`config.mk`:
```
export PLATFORM = sky130hd
export DESIGN_NAME = phase_timer_flat
export DESIGN_NICKNAME = d
export VERILOG_FILES = /design/src/rtl/phase_timer_if.sv /design/src/rtl/phase_timer.sv /design/src/flat_wrapper.sv
export SDC_FILE = /design/constraint.sdc
export NUM_CORES = 1
export LEC_CHECK = 0
export CORE_AREA = 2 2 182 113
export DETAILED_ROUTE_END_ITERATION = 10
export DIE_AREA = 0 0 184 115
export GPL_TIMING_DRIVEN = 1
export HOLD_SLACK_MARGIN = 0.06
export PLACE_DENSITY = 0.6
export SLEW_MARGIN = 20
export SYNTH_ARGS = -nofsm -noshare
export SYNTH_HDL_FRONTEND = slang
export SYNTH_SLANG_ARGS = --single-unit
```
`constraint.sdc`:
```
create_clock -name clk -period 13.83 [get_ports clk]
set_input_delay 3.4575 -clock clk [delete_from_list [all_inputs] [get_ports clk]]
set_output_delay 3.4575 -clock clk [all_outputs]
set_load 0.05 [all_outputs]
```
`src/rtl/phase_timer_if.sv`:
```
// Bundles the phase_timer control, configuration and display signals.
// Optional pause input is present only when PHASE_TIMER_PAUSE_EN is defined.
interface phase_timer_if #(
    parameter int NUM_PHASES = 6,
    parameter int PHASE_W    = 3
);
    logic                  tick;
    logic [PHASE_W-1:0]    phase;
    logic                  down_mode;
    logic                  cfg_we;
    logic [PHASE_W-1:0]    cfg_idx;
    logic [15:0]           cfg_dur;
    logic                  cfg_err;
    logic                  done;
    logic [NUM_PHASES-1:0] done_vec;
    logic [3:0]            seg3;
    logic [3:0]            seg2;
    logic [3:0]            seg1;
    logic [3:0]            seg0;
`ifdef PHASE_TIMER_PAUSE_EN
    logic                  pause;
`endif

    modport master (
        output tick, phase, down_mode, cfg_we, cfg_idx, cfg_dur,
`ifdef PHASE_TIMER_PAUSE_EN
        output pause,
`endif
        input  cfg_err, done, done_vec, seg3, seg2, seg1, seg0
    );

    modport slave (
        input  tick, phase, down_mode, cfg_we, cfg_idx, cfg_dur,
`ifdef PHASE_TIMER_PAUSE_EN
        input  pause,
`endif
        output cfg_err, done, done_vec, seg3, seg2, seg1, seg0
    );
endinterface

```
`src/rtl/phase_timer.sv`:
```
// Per-phase BCD elapsed/remaining timer with a programmable duration table.
// Define PHASE_TIMER_PAUSE_EN to add a pause input that freezes counting.
module phase_timer #(
    parameter int NUM_PHASES = 6,
    parameter int PHASE_W    = 3
) (
    input  logic          clk,
    input  logic          reset,
    phase_timer_if.slave  pt
);

    // Digit moduli, least significant first: 0.1 s, s, 10 s, min.
    function automatic int digit_mod(input int i);
        return (i == 2) ? 6 : 10;
    endfunction

    function automatic logic [15:0] bcd_inc(input logic [15:0] v);
        logic [15:0] r;
        logic        c;
        r = v;
        c = 1'b1;
        for (int i = 0; i < 4; i++) begin
            if (c) begin
                if (r[i*4 +: 4] == 4'(digit_mod(i) - 1)) begin
                    r[i*4 +: 4] = 4'd0;
                end else begin
                    r[i*4 +: 4] = r[i*4 +: 4] + 4'd1;
                    c = 1'b0;
                end
            end
        end
        return r;
    endfunction

    // Saturates at zero if b exceeds a (duration rewritten below a frozen value).
    function automatic logic [15:0] bcd_sub(input logic [15:0] a, input logic [15:0] b);
        logic [15:0] r;
        int          d;
        int          brw;
        r   = '0;
        brw = 0;
        for (int i = 0; i < 4; i++) begin
            d = int'(a[i*4 +: 4]) - int'(b[i*4 +: 4]) - brw;
            if (d < 0) begin
                d   = d + digit_mod(i);
                brw = 1;
            end else begin
                brw = 0;
            end
            r[i*4 +: 4] = 4'(d);
        end
        return (brw != 0) ? 16'h0000 : r;
    endfunction

    logic [15:0]        dur_q [NUM_PHASES];
    logic [PHASE_W-1:0] phase_q;
    logic [15:0]        elapsed_q, elapsed_d;
    logic               done_q, done_d;
    logic               cfg_err_q;

    logic               phase_ok;
    logic               timed;
    logic               pause_act;
    logic               cfg_legal;
    logic [15:0]        dur_cur;
    logic [15:0]        elapsed_inc;
    logic [15:0]        remain;
    logic [15:0]        seg_w;

`ifdef PHASE_TIMER_PAUSE_EN
    assign pause_act = pt.pause;
`else
    assign pause_act = 1'b0;
`endif

    assign phase_ok    = 32'(phase_q) < NUM_PHASES;
    assign dur_cur     = phase_ok ? dur_q[phase_q] : 16'h0000;
    assign timed       = (dur_cur != 16'h0000);
    assign elapsed_inc = bcd_inc(elapsed_q);
    assign remain      = bcd_sub(dur_cur, elapsed_q);

    assign cfg_legal = (32'(pt.cfg_idx) < NUM_PHASES)
                       && (pt.cfg_dur[15:12] <= 4'd9) && (pt.cfg_dur[11:8] <= 4'd5)
                       && (pt.cfg_dur[7:4]   <= 4'd9) && (pt.cfg_dur[3:0]  <= 4'd9);

    always_comb begin
        elapsed_d = elapsed_q;
        done_d    = done_q;
        if (pt.phase != phase_q) begin
            elapsed_d = '0;
            done_d    = 1'b0;
        end else if (!timed) begin
            elapsed_d = '0;
            done_d    = 1'b0;
        end else if (pt.tick && !done_q && !pause_act) begin
            // elapsed_q compare catches a rewrite below a value at the 9:59.9 wrap point.
            if ((elapsed_q >= dur_cur) || (elapsed_inc >= dur_cur)) begin
                elapsed_d = dur_cur;
                done_d    = 1'b1;
            end else begin
                elapsed_d = elapsed_inc;
            end
        end
    end

    always_ff @(posedge clk or negedge reset) begin
        if (!reset) begin
            phase_q   <= '0;
            elapsed_q <= '0;
            done_q    <= 1'b0;
            cfg_err_q <= 1'b0;
            for (int i = 0; i < NUM_PHASES; i++) begin
                dur_q[i] <= '0;
            end
        end else begin
            phase_q   <= pt.phase;
            elapsed_q <= elapsed_d;
            done_q    <= done_d;
            cfg_err_q <= pt.cfg_we && !cfg_legal;
            if (pt.cfg_we && cfg_legal) begin
                dur_q[pt.cfg_idx] <= pt.cfg_dur;
            end
        end
    end

    always_comb begin
        if (pt.down_mode) begin
            seg_w = timed ? remain : 16'h0000;
        end else begin
            seg_w = elapsed_q;
        end
    end

    assign pt.seg3    = seg_w[15:12];
    assign pt.seg2    = seg_w[11:8];
    assign pt.seg1    = seg_w[7:4];
    assign pt.seg0    = seg_w[3:0];
    assign pt.done    = done_q;
    assign pt.cfg_err = cfg_err_q;

    always_comb begin
        pt.done_vec = '0;
        for (int i = 0; i < NUM_PHASES; i++) begin
            pt.done_vec[i] = done_q && phase_ok && (32'(phase_q) == i);
        end
    end

endmodule

```
`src/flat_wrapper.sv`:
```
// flat-port wrapper written by rule: the top's interface ports become plain ports
module phase_timer_flat 
#(
    parameter int NUM_PHASES = 6,
    parameter int PHASE_W    = 3
)
  (clk, reset, pt_tick, pt_phase, pt_down_mode, pt_cfg_we, pt_cfg_idx, pt_cfg_dur, pt_cfg_err, pt_done, pt_done_vec, pt_seg3, pt_seg2, pt_seg1, pt_seg0);
  phase_timer_if #(.NUM_PHASES(NUM_PHASES), .PHASE_W(PHASE_W)) pt_i ();
  input  logic clk;
  input  logic reset;
  input wire logic [$bits(pt_i.tick)-1:0] pt_tick;
  input wire logic [$bits(pt_i.phase)-1:0] pt_phase;
  input wire logic [$bits(pt_i.down_mode)-1:0] pt_down_mode;
  input wire logic [$bits(pt_i.cfg_we)-1:0] pt_cfg_we;
  input wire logic [$bits(pt_i.cfg_idx)-1:0] pt_cfg_idx;
  input wire logic [$bits(pt_i.cfg_dur)-1:0] pt_cfg_dur;
  output wire logic [$bits(pt_i.cfg_err)-1:0] pt_cfg_err;
  output wire logic [$bits(pt_i.done)-1:0] pt_done;
  output wire logic [$bits(pt_i.done_vec)-1:0] pt_done_vec;
  output wire logic [$bits(pt_i.seg3)-1:0] pt_seg3;
  output wire logic [$bits(pt_i.seg2)-1:0] pt_seg2;
  output wire logic [$bits(pt_i.seg1)-1:0] pt_seg1;
  output wire logic [$bits(pt_i.seg0)-1:0] pt_seg0;
  assign pt_i.tick = pt_tick;
  assign pt_i.phase = pt_phase;
  assign pt_i.down_mode = pt_down_mode;
  assign pt_i.cfg_we = pt_cfg_we;
  assign pt_i.cfg_idx = pt_cfg_idx;
  assign pt_i.cfg_dur = pt_cfg_dur;
  assign pt_cfg_err = pt_i.cfg_err;
  assign pt_done = pt_i.done;
  assign pt_done_vec = pt_i.done_vec;
  assign pt_seg3 = pt_i.seg3;
  assign pt_seg2 = pt_i.seg2;
  assign pt_seg1 = pt_i.seg1;
  assign pt_seg0 = pt_i.seg0;
  phase_timer #(.NUM_PHASES(NUM_PHASES), .PHASE_W(PHASE_W)) u_core (.clk(clk), .reset(reset), .pt(pt_i));
endmodule
```
Word level (Yosys, flattened, before mapping)
Index checks and enable logic that the tools add are counted.
{ "word_totals": {"reg_bits": 117, "inputBits": 27, "out_inout_bits": 24, "word_cells": 114} }
{ "op_classes": {"addsub": 15, "order_cmp": 15, "n_eq_ne": 12, "mux": 38, "bitwise": 2, "n_reduce_logical": 22} }
{ "op_table": {"columns": ["op", "n"], "rows": [
  ["two-way mux 16 bit", 11],
  ["bitwise mux 96 bit", 1],
  ["less-than comparator 32 x 1 -> 1 bit, second input constant", 3],
  ["binary-select mux 16 bit (select 3 bit)", 1],
  ["demux 16 bit (select 3 bit)", 1],
  ["two-way mux 4 bit", 11],
  [">= comparator 16 bit", 2],
  ["nonzero test 32 bit", 1],
  ["subtractor 4 x 4 -> 5 bit", 4],
  ["subtractor 5 x 2 -> 6 bit", 3],
  ["adder 4 x 1 -> 4 bit, second input constant", 4],
  ["adder 4 bit, second input constant", 4],
  ["nonzero test 16 bit", 1],
  ["logical AND 1 bit", 15],
  ["two-way mux 1 bit", 13],
  ["== test 4 bit, second input constant", 3],
  ["less-or-equal comparator 4 bit, second input constant", 3],
  [">= comparator 4 bit, second input constant", 2],
  ["inverter 3 -> 4 bit", 2],
  ["== test 3 x 2 -> 1 bit, second input constant", 2],
  ["== test 3 bit, second input constant", 2],
  ["less-than comparator 3 bit, second input constant", 2],
  ["!= test 3 bit, second input constant", 2],
  ["less-than comparator 5 x 1 -> 1 bit, second input constant", 1],
  ["9 further kinds", 10]
]} }

Longest topological paths before layout
{ "logic_depth": {"depth_word": 21, "depth_mapped": 24, "mapped_depth_nobuf": 20} }

Worst setup path before layout
No wires, ideal clock.
{ "synth_timing": {"kind": "register to output", "start": "reg u_core.phase_q[0]", "end": "out pt_seg3[1]", "arrival_time_ns": 5.416, "required_ns": 10.372, "path_slack_ns": 4.956, "stages_incl_launch_ff": 20, "n_path_buf": 3, "path_cell_list": "dfrtp_1 > buf_6 > clkbuf_1 > buf_2 > mux4_2 > a21oi_1 > inv_1 > fa_1 > a21o_1 > a21oi_1 > ha_1 > nand3_1 > o21ai_0 > ha_1 > nor3b_1 > a21oi_1 > inv_1 > ha_1 > ha_1 > o22ai_1"} }
{ "synth_via": {"elab_chain_cells": 21, "elab_cells_between_ends": 28, "cone_classes": "add/sub: 8; order compare: 5; mux: 12; bitwise: 1; reduce/logical: 2"} }
{ "synth_rtl": {"columns": ["element", "line", "text"], "rows": [
  ["start, declared", "phase_timer.sv:56", "logic [PHASE_W-1:0] phase_q;"],
  ["start signal, assigned", "phase_timer.sv:116", "phase_q <= pt.phase;"],
  ["inverter 3 -> 4 bit (not written as such)", "phase_timer.sv:77", "assign dur_cur = phase_ok ? dur_q[phase_q] : 16'h0000;"],
  ["binary-select mux 16 bit (select 3 bit)", "phase_timer.sv:77", null],
  ["two-way mux 16 bit (not written as such) (2 in a row)", "phase_timer.sv:77", null],
  ["two-way mux 16 bit *", "phase_timer.sv:77", null],
  ["subtractor 4 x 4 -> 5 bit", "phase_timer.sv:43", "d = int'(a[i*4 +: 4]) - int'(b[i*4 +: 4]) - brw;"],
  ["less-than comparator 5 x 1 -> 1 bit", "phase_timer.sv:44", "if (d < 0) begin"],
  ["two-way mux 1 bit", "phase_timer.sv:44", null],
  ["subtractor 5 x 2 -> 6 bit", "phase_timer.sv:43", null],
  ["[4 not listed]", null, null],
  ["two-way mux 1 bit", "phase_timer.sv:44", null],
  ["subtractor 5 x 2 -> 6 bit", "phase_timer.sv:43", null],
  ["less-than comparator 32 x 1 -> 1 bit", "phase_timer.sv:44", null],
  ["two-way mux 1 bit", "phase_timer.sv:44", null],
  ["nonzero test 32 bit", "phase_timer.sv:52", "return (brw != 0) ? 16'h0000 : r;"],
  ["two-way mux 16 bit", "phase_timer.sv:52", null],
  ["two-way mux 16 bit *", "phase_timer.sv:128", "seg_w = timed ? remain : 16'h0000;"],
  ["two-way mux 16 bit *", "phase_timer.sv:127", "if (pt.down_mode) begin"],
  ["end, declared", "flat_wrapper.sv:20", "output wire logic [$bits(pt_i.seg3)-1:0] pt_seg3;"]
]} }
Every way passes the cells marked *; elsewhere a longest branch is shown, timed or not. The select of a mux whose other input is x is not followed.

Worst setup path after layout
{ "layout_timing": {"start": "reg u_core.phase_q[0]", "end": "out pt_seg2[1]"} }
{ "layout_via": {"elab_chain_cells": 21, "elab_cells_between_ends": 28, "cone_classes": "add/sub: 8; order compare: 5; mux: 12; bitwise: 1; reduce/logical: 2"} }
{ "layout_rtl": {"columns": ["element", "line", "text"], "rows": [
  ["inverter 3 -> 4 bit (not written as such)", "phase_timer.sv:77", null],
  ["binary-select mux 16 bit (select 3 bit)", "phase_timer.sv:77", null],
  ["two-way mux 16 bit (not written as such) (2 in a row)", "phase_timer.sv:77", null],
  ["two-way mux 16 bit *", "phase_timer.sv:77", null],
  ["subtractor 4 x 4 -> 5 bit", "phase_timer.sv:43", null],
  ["less-than comparator 5 x 1 -> 1 bit", "phase_timer.sv:44", null],
  ["two-way mux 1 bit", "phase_timer.sv:44", null],
  ["subtractor 5 x 2 -> 6 bit", "phase_timer.sv:43", null],
  ["[4 not listed]", null, null],
  ["two-way mux 1 bit", "phase_timer.sv:44", null],
  ["subtractor 5 x 2 -> 6 bit", "phase_timer.sv:43", null],
  ["less-than comparator 32 x 1 -> 1 bit", "phase_timer.sv:44", null],
  ["two-way mux 1 bit", "phase_timer.sv:44", null],
  ["nonzero test 32 bit", "phase_timer.sv:52", null],
  ["two-way mux 16 bit", "phase_timer.sv:52", null],
  ["two-way mux 16 bit *", "phase_timer.sv:128", null],
  ["two-way mux 16 bit *", "phase_timer.sv:127", null],
  ["end, declared", "flat_wrapper.sv:21", "output wire logic [$bits(pt_i.seg2)-1:0] pt_seg2;"]
]} }
Marked as above.

==> results.json <==
{
  "synth_cells": 693,
  "cts_tree": "yes",
  "fp.dieH_um": 115,
  "synth_edf_count": 0,
  "fin_tns_setup_ns": 0,
  "synth_top_area_share": 0.382,
  "whs_ns": 0.494,
  "timing.final.crit_share": 0.764,
  "n_antenna_cell": 0,
  "utilization": 0.459,
  "synthesis.area_um2": 7660,
  "synth.yosys.warnings": 0,
  "synth_area_per_cell_um2": 11.1,
  "drv_slew": 0,
  "viasPerCell": 5.63,
  "coreArea_um2": 19500,
  "initial_core_util": 0.393,
  "place_inst": 971,
  "clock-root-buffer": "clkbuf_16",
  "fillCellCount": 1795,
  "power.total_mw": 1.09,
  "track_usage": 0.198,
  "cts_setup_buffers": 0,
  "cts_buffers": 17,
  "finalCriticalPeriod_ns": 10.56,
  "synthTopCellsByArea": "dfrtp_1 (38%), mux2_2 (14%), ha_1 (10%)",
  "fin_ws_ns": 3.27,
  "grt_overflow": 0,
  "grt_first_pass_wirelength_mm": 31.9,
  "hold_buffers": 0,
  "htree_levels": 4,
  "antenna_found_initial": 0,
  "worst_skew_pair.late_latency_ns": 0.42,
  "cp_cell_sequence": "buf_4 > mux4_2 > a21oi_1 > inv_1 > fa_1 > a21o_1 > a21oi_1 > ha_1 > nand3_1 > o21ai_0 > ha_1 > nor3b_1 > a21oi_1 > inv_1 > ha_1 > and3_1 > nand2_1 > nand3_1 > o22ai_1 > clkdlybuf4s50_1",
  "ir_drop_uv": 84.5,
  "pin_count": 51,
  "clk_pin_slew_worst_paths_ns": 0.05,
  "rsz0062_at_grt": "false",
  "outcome": "finished, final reports clean",
  "clockBufferDepth": 2,
  "postRouteAntennaNets": 0,
  "wire_per_inst_um": 19.7,
  "first_iter_violations": 390,
  "num-nets-final": 830,
  "async_flop_share": 1.00,
  "rows": 40,
  "dp_hpwl_mm": 14.7,
  "crit_required_ns": 10.37,
  "timing.slew.headroom": 0.308,
  "drv_cap": 0,
  "crit_path_max_fanout": 45,
  "cp-end-kind": "primary output",
  "fin_area_um2": 8960,
  "routed_wirelength_mm": 19.8,
  "dpl_cell_area_um2": 8380,
  "postSynthNetCount": 785,
  "ys_types": 59,
  "slowest_delay_ns": 0.74,
  "setup_viol": 0,
  "ctsResizeCount": 0,
  "pre_cts_ws_ns": 3.80,
  "dieArea_um2": 21200,
  "die_x_um": 184,
  "worst_pin_slew_ns": 1.03,
  "hold_viol": 0,
  "routabilityCongestion": 0.886,
  "worst_clock_skew_ns": 0.0121,
  "worst_ep_arrival_time_ns": 7.11,
  "mostFrequentLayoutCell": "dfrtp_1",
  "crit_path_top_delay_cell": "clkdlybuf4s50_1",
  "fmax_mhz": 94.7,
  "vias": 5643,
  "grt_pass1_vias": 5800,
  "synth_area_leader_cell": "dfrtp_1",
  "path_class": "reg -> out",
  "yosysSeqAreaShare": 0.382,
  "cts.sinks": 117,
  "layout-drive-gt1-share": 0.210,
  "synthFlopType": "dfrtp_1",
  "syn_to_final_growth_pct": 16.9,
  "drt_first_pass_iters": 5,
  "startpoint_type": "flip-flop",
  "hp-class": "reg -> reg",
  "numPortBuffers": 50,
  "layout_common_cells": "dfrtp_1 (116), mux2_2 (96), ha_1 (61)",
  "grt_start_max_net_pins": 61,
  "fin_cells": 1003,
  "leakagePower_nw": 4.09,
  "drc": 0,
  "pwr_density_cell_nw_per_um2": 122,
  "ys_seq_elements": 117
}
[routing by layer]
metal  routed length, um  vias to the layer above  part of all wire  global-route usage
met5                   0                        -                 0                   0
met4                 101                        0            0.0051              0.0443
met3                1010                        8             0.051              0.0529
met2                8460                      108              0.43               0.293
met1               10200                     2871              0.52               0.291
li1                    -                     2656                 -                   -
[power by group]
| group | leakage (nW) | internal (mW) | switching, mW |
|---|---|---|---|
| Combinational | 2.23 | 0.122 | 0.155 |
| Sequential | 1.59 | 0.371 | 0.0225 |
| Clock | 0.278 | 0.260 | 0.160 |
| Total | 4.09 | 0.753 | 0.337 |
[cells in the mapped netlist (2+ instances only)]
cell type / instances
and4_1: 3
nand3_1: 8
nand4_1: 5
o21a_1: 3
nor2b_1: 7
mux2_2: 96
ha_1: 61
and2_1: 6
nand2_1: 30
nor3b_1: 3
or3_1: 2
a2111oi_0: 3
nand2b_1: 7
buf_6: 3
nor2_1: 30
a221oi_1: 2
a31o_2: 2
o22ai_1: 19
mux4_2: 14
a21oi_1: 33
or4b_1: 2
dfrtp_1: 117
inv_1: 43
nor3b_2: 2
clkbuf_1: 13
nor4_1: 12
and3_1: 8
o2bb2ai_1: 14
a211oi_1: 4
a22o_1: 5
or4_1: 2
a21o_1: 9
nand3b_1: 3
mux2i_1: 31
buf_2: 12
buf_1: 3
o21ai_0: 25
nor3_1: 10
fa_1: 4
xor2_1: 10
xnor2_1: 9
[final cells by class]
type                       instances  area, um2  area share
multi-input combinational        501       4430       0.494
sequential                       117       2930       0.327
timing repair buffer              57        551      0.0614
clock buffer                      20        467      0.0521
tap                              252        315      0.0352
inverter                          44        165      0.0184
clock inverter                    12        104      0.0116
[critical path: cells and delay by family (launching register included)]
kind	cells	cell delay [ns]
AOI/OAI and AO/OA	6	1.79
buffers and inverters	4	1.53
and+or+nand+nor	5	1.23
adders and majority gates	4	1.17
muxes	1	0.59
DFF	1	0.34
[worst paths after layout]
check / from / end / slack (ns) / cells past startpoint
min in group asynchronous: reset / u_core.dur_q[84]$_DFFE_PN0P_ / 3.11 / 1
max: u_core.phase_q[0]$_DFF_PN0_ / pt_seg2[1] / 3.27 / 20
min reg2reg: u_core.dur_q[11]$_DFFE_PN0P_ / u_core.dur_q[11]$_DFFE_PN0P_ / 0.49 / 1
max reg2reg: u_core.phase_q[1]$_DFF_PN0_ / u_core.elapsed_q[6]$_DFFE_PN0P_ / 8.84 / 14
min: u_core.dur_q[11]$_DFFE_PN0P_ / u_core.dur_q[11]$_DFFE_PN0P_ / 0.49 / 1
max in group asynchronous: reset / u_core.dur_q[74]$_DFFE_PN0P_ / 9.44 / 2
[sequential cells by signal, summed over array words and instances (netlist names)]
name	count
u_core.elapsed_q	16
u_core.phase_q	3
u_core.dur_q	96
u_core.pt.cfg_err	1
u_core.pt.done	1
[cell families (layout without fill, tap and decap cells)]
group / after synthesis / after routing / synth area share
buffers and inverters: 75 / 133 / 0.0416
xor gates and xnor gates: 21 / 21 / 0.0278
AOI/OAI and AO/OA: 128 / 128 / 0.111
muxes: 142 / 142 / 0.224
and+or+nand+nor: 145 / 145 / 0.103
adders and majority gates: 65 / 65 / 0.110
DFF: 117 / 117 / 0.382
Note: power is estimated with default switching activity, not from simulation.
